[src/rtl/timer_dev_if.sv]
// Processor-bus slave port of the countdown timer: address, write strobe,
// byte enables and data toward the device; read data and window hit back.
interface timer_dev_if;
  logic [31:0] Addr;
  logic        WE;
  logic [3:0]  BE;
  logic [31:0] WD;
  logic [31:0] RD;
  logic        Hit;

  modport master (output Addr, WE, BE, WD, input RD, Hit);
  modport slave  (input Addr, WE, BE, WD, output RD, Hit);
endinterface

[src/rtl/timer_dev.sv]
// Memory-mapped countdown timer: CTRL/PRESET/COUNT in a 16-byte window,
// one-shot (held interrupt) or auto-reload (one-cycle pulse) operation.
module timer_dev #(
  parameter logic [31:0] BASE = 32'h0000_7F00
) (
  input  logic       clk,
  input  logic       reset,
  timer_dev_if.slave bus,
  output logic       IRQ
);

  localparam int unsigned DW = 32;
  localparam int unsigned CW = 4;

  typedef enum logic [1:0] {
    S_IDLE = 2'd0,
    S_LOAD = 2'd1,
    S_CNT  = 2'd2,
    S_INT  = 2'd3
  } state_t;

  state_t        r_state;
  logic [CW-1:0] r_ctrl;
  logic [DW-1:0] r_preset;
  logic [DW-1:0] r_count;
  logic          r_pending;
  logic          r_pulse;

  logic          w_wr_ctrl;
  logic          w_wr_preset;
  logic          w_mode1;
  logic [DW-1:0] w_be_mask;
  logic [DW-1:0] w_preset_nxt;
  logic [CW-1:0] w_ctrl_nxt;
  logic          w_unused_addr;

  assign bus.Hit       = (bus.Addr[31:4] == BASE[31:4]);
  assign w_wr_ctrl     = bus.Hit & bus.WE & (bus.Addr[3:2] == 2'd0);
  assign w_wr_preset   = bus.Hit & bus.WE & (bus.Addr[3:2] == 2'd1);
  assign w_mode1       = (r_ctrl[2:1] == 2'b01);
  assign w_be_mask     = {{8{bus.BE[3]}}, {8{bus.BE[2]}}, {8{bus.BE[1]}}, {8{bus.BE[0]}}};
  assign w_preset_nxt  = (r_preset & ~w_be_mask) | (bus.WD & w_be_mask);
  assign w_unused_addr = ^bus.Addr[1:0];

  // One-shot expiry clears EN, but a same-edge bus write to CTRL takes precedence
  always_comb begin
    w_ctrl_nxt = r_ctrl;
    if (r_state == S_INT && !w_mode1) begin
      w_ctrl_nxt[0] = 1'b0;
    end
    if (w_wr_ctrl && bus.BE[0]) begin
      w_ctrl_nxt = bus.WD[CW-1:0];
    end
  end

  always_comb begin
    bus.RD = '0;
    if (bus.Hit) begin
      case (bus.Addr[3:2])
        2'd0:    bus.RD = {(DW-CW)'(0), r_ctrl};
        2'd1:    bus.RD = r_preset;
        2'd2:    bus.RD = r_count;
        default: bus.RD = '0;
      endcase
    end
  end

  always_ff @(posedge clk or negedge reset) begin
    if (!reset) begin
      r_state   <= S_IDLE;
      r_ctrl    <= '0;
      r_preset  <= '0;
      r_count   <= '0;
      r_pending <= 1'b0;
      r_pulse   <= 1'b0;
    end else begin
      r_ctrl  <= w_ctrl_nxt;
      r_pulse <= 1'b0;
      if (w_wr_preset) begin
        r_preset <= w_preset_nxt;
      end
      case (r_state)
        S_IDLE: begin
          if (r_ctrl[0]) begin
            r_state <= S_LOAD;
          end
        end
        S_LOAD: begin
          r_count <= r_preset;
          r_state <= S_CNT;
        end
        S_CNT: begin
          if (!r_ctrl[0]) begin
            r_state <= S_IDLE;
          end else if (r_count > DW'(1)) begin
            r_count <= r_count - DW'(1);
          end else begin
            r_count <= '0;
            r_state <= S_INT;
          end
        end
        S_INT: begin
          if (w_mode1) begin
            r_pulse <= 1'b1;
          end else begin
            r_pending <= 1'b1;
          end
          r_state <= S_IDLE;
        end
        default: r_state <= S_IDLE;
      endcase
      // Any CTRL access acknowledges, overriding a same-edge expiry
      if (w_wr_ctrl) begin
        r_pending <= 1'b0;
      end
    end
  end

  assign IRQ = r_ctrl[3] & (r_pending | r_pulse);

endmodule

[src/flat_wrapper.sv]
// flat-port wrapper written by rule: the top's interface ports become plain ports
module timer_dev_flat 
#(
  parameter logic [31:0] BASE = 32'h0000_7F00
)
  (clk, reset, IRQ, bus_Addr, bus_WE, bus_BE, bus_WD, bus_RD, bus_Hit);
  timer_dev_if bus_i ();
  input  logic clk;
  input  logic reset;
  output logic IRQ;
  input wire logic [$bits(bus_i.Addr)-1:0] bus_Addr;
  input wire logic [$bits(bus_i.WE)-1:0] bus_WE;
  input wire logic [$bits(bus_i.BE)-1:0] bus_BE;
  input wire logic [$bits(bus_i.WD)-1:0] bus_WD;
  output wire logic [$bits(bus_i.RD)-1:0] bus_RD;
  output wire logic [$bits(bus_i.Hit)-1:0] bus_Hit;
  assign bus_i.Addr = bus_Addr;
  assign bus_i.WE = bus_WE;
  assign bus_i.BE = bus_BE;
  assign bus_i.WD = bus_WD;
  assign bus_RD = bus_i.RD;
  assign bus_Hit = bus_i.Hit;
  timer_dev #(.BASE(BASE)) u_core (.clk(clk), .reset(reset), .bus(bus_i), .IRQ(IRQ));
endmodule
[config.mk]
export PLATFORM = sky130hd
export DESIGN_NAME = timer_dev_flat
export DESIGN_NICKNAME = d
export VERILOG_FILES = /design/src/rtl/timer_dev_if.sv /design/src/rtl/timer_dev.sv /design/src/flat_wrapper.sv
export SDC_FILE = /design/constraint.sdc
export NUM_CORES = 1
export LEC_CHECK = 0
export ABC_AREA = 1
export CORE_ASPECT_RATIO = 0.9
export CORE_MARGIN = 3
export CORE_UTILIZATION = 25
export CTS_BUF_LIST = sky130_fd_sc_hd__clkbuf_4 sky130_fd_sc_hd__clkbuf_8
export DETAILED_ROUTE_END_ITERATION = 10
export GPL_TIMING_DRIVEN = 0
export HOLD_SLACK_MARGIN = 0.1
export PLACE_DENSITY_LB_ADDON = 0.2
export RECOVER_POWER = 50
export SLEW_MARGIN = 20
export SYNTH_ARGS = -nofsm -noshare
export SYNTH_HDL_FRONTEND = slang
export SYNTH_SLANG_ARGS = --single-unit
[constraint.sdc]
create_clock -name clk -period 2.3 [get_ports clk]
set_input_delay 0.46 -clock clk [delete_from_list [all_inputs] [get_ports clk]]
set_output_delay 0.46 -clock clk [all_outputs]
set_load 0.05 [all_outputs]
==> reports/results.ini <==
[outcome]
outcome=completed

[critical_path]
rrSetupSlack_ps=450
r2r_start=u_core.r_count[0]
worstSetupEndpointType=output pin
r2r-end=u_core.r_count[14]
max_stage_delay_ps=190
path_cells=clkdlybuf4s15_1 -> nor2_1 -> nand2_1 -> nor2_4 -> nand3_4 -> buf_12 -> buf_16 -> a21oi_4 -> buf_6
cp.required_ps=1840
slowest_stage=buf_12
crit_fanout=5
arrival_ps=1770
criticalPathCategory=in -> out
reg2regPathDepth=10
worstSetupStartpointType=input pin

[layout]
syn_to_final_growth_pct=37.5
drive_above_1_share_pct=20.1
fin_cells=1085
fin_nets=909
stdcell_area_um2=6590
diodes=0

[synthesis]
ys_seq_area_share_pct=37.6
synthesis.area_um2=4790
synth-xor-area-share_pct=2.01
yosys.area_share.adder_pct=0.522
ys_async_sr_fraction_pct=100
ys.flop_type=dfrtp_1
synth_nets=787
synthMuxAreaShare_pct=0
syn_area_per_cell_um2=6.71
synth-simple-area-share_pct=41.8
synth-compound-area-share_pct=11.6
synth-edff-count=0
synth_top_family_by_area=simple AND/OR/NAND/NOR gates
synth_cell_types=36
ys_seq_elements=72
syn_inst=714
ys_warn_count=0

[place]
postPlaceCellArea_um2=6130
port-buffer-count=99
dp_slack_ps=-1320
gp_congestion=0.918
dp_cells=1059
dp_hpwl_um=13400

[sta]
report.final.slew_viol_count=0
layout_min_cycle_time_ps=2230
fmax_ghz=0.448
hold_viol_final=0
fin_ws_ps=66.5
timing.hold.ws_ps=495
fin_crit_sh_pct=97.1
finalSetupViolCount=0
relSlewSlack_pct=51.1
worst_pin_slew_ps=733
fin_skew_ps=8.21
tns_ps=0

[min_path]
min_path_cells=3
hp-start=bus_BE[3]
hp-class=in -> reg

[global_route]
grt_first_pass_wirelength_um=28400
antenna_found_initial=0
gr-usage-all-layers_pct=17.2
grt_max_degree=47
grt-ovfl-total=0
grt_pass1_vias=4987

[floorplanning]
die_h_um=137
row_count=47
die_w_um=152
num_io_pins=105
coreArea_um2=18600
dieArea_um2=20900
initial_core_util_pct=25.8

[cts]
cts_buffers=9
ctsLongestPathBuffers=2
root_buffer=clkbuf_8
cts.clk_slew.worst_paths_ps=80
clk_latency_ps=370
cts_tree=built
clock_sinks=72
htree_levels=3

[power]
ir_drop_mv=0.206
power_leakage_nw=3.10
power_density_nw_per_um2=386

[detailed_routing]
drt_wl_total_um=17600
via_count=5068
drt.antenna.violating_nets=0
viasPerCell=4.67
drt-pass1-iter-count=5
wire_per_inst_um=16.2
drc_errors=0
drt_iter0_drc=329

[job]
maxCapViolCount=0

through the flow:
step	total power [W]	utilization, %
after floorplan	0.00134	-
after global placement	0.00151	32.9
after detailed placement	0.00151	33.0
after CTS	0.00258	35.7
after global routing	0.00265	35.4
final	0.00254	35.4
Yosys cell counts, types with 4 or more instances:
cell	n	share of area [%]
a21oi_1	86	9.0
clkbuf_1	12	0.94
nor2_4	4	0.94
nand4_2	5	1.3
xor2_1	6	1.1
nand2_1	260	20
nor2_2	8	1.0
buf_6	5	1.2
nor2_1	115	9.0
nand4_1	40	5.2
dfrtp_1	72	38
o21ai_0	9	0.94
buf_2	10	1.0
nand3_1	6	0.63
a31oi_1	4	0.52
xnor2_1	5	0.91
nand2_2	5	0.65
inv_1	32	2.5
final cells by class:
cell class	instances	area, um2
Clock inverter	5	56.3
Sequential cell	72	1800
Multi-Input combinational cell	575	2900
Inverter	35	131
Tap cell	245	307
Buffer	31	228
Timing Repair Buffer	112	1020
Clock buffer	10	138
Fill cell	2120	12000
critical path, delay by kind of cell:
family | cells | cell delay, ps
AOI/OAI and AO/OA | 1 | 130
buffers and inverters | 4 | 670
and+or+nand+nor | 4 | 510
power breakdown:
| group | switching [W] | leakage [nW] | internal [W] |
|---|---|---|---|
| logic | 0.000116 | 2.00 | 0.000107 |
| registers | 0.000000000368 | 1.01 | 0.00126 |
| clock network | 0.000529 | 0.0985 | 0.000525 |
cells by family (layout without fill, tap and decap cells):
kind of cell,Yosys count,in the layout
adders and majority gates,2,2
xor gates and xnor gates,11,11
DFF,72,72
and+or+nand+nor,455,455
buffers and inverters,67,193
AOI/OAI and AO/OA,107,107
cells in the final DEF (no fill, tap or decap), types with 4 or more instances in the layout:
master / netlist / layout
nand2_2: 5 / 8
inv_1: 32 / 31
xnor2_1: 5 / 5
nand2_1: 260 / 257
dfrtp_1: 72 / 72
xor2_1: 6 / 6
buf_2: 10 / 14
a21oi_1: 86 / 62
a21oi_4: 0 / 10
nor2_1: 115 / 106
buf_6: 5 / 17
dlygate4sd2_1: 0 / 4
clkbuf_2: 0 / 13
nor2_4: 4 / 9
clkdlybuf4s50_1: 0 / 35
nor2_2: 8 / 13
o21ai_0: 9 / 9
nand4_1: 40 / 40
a21oi_2: 0 / 14
clkbuf_8: 0 / 13
buf_4: 2 / 28
clkbuf_1: 12 / 11
nand4_2: 5 / 4
clkdlybuf4s15_1: 0 / 7
nand3_1: 6 / 6
per-layer routing:
layer  routed length [um]  GRT usage (%)
met4                  168           3.89
met2                 7750           26.5
met3                  597           2.95
met1                 9070           25.4
met5                    0              0
repair_timing:
item	CTS	global route
pin swaps	25	16
hold endpoints to repair	26	0
setup buffers	8	0
endpoints found under the setup margin	33	33
gates resized for setup	332	36
hold buffers	1	0
cloned	3	0
how the worst max path moves through the flow:
stage / from / end / slack (ps)
after floorplan: bus_Addr[15] / bus_RD[2] / -210
after global placement: reset / asynchronous set/reset pin / -2030
after detailed placement: bus_Addr[3] / bus_RD[31] / -1320
after CTS: bus_Addr[13] / bus_RD[26] / 3
after global routing: bus_Addr[22] / bus_RD[26] / -3
final: bus_Addr[29] / bus_RD[26] / 70
Power figures use the tool's default switching activity.
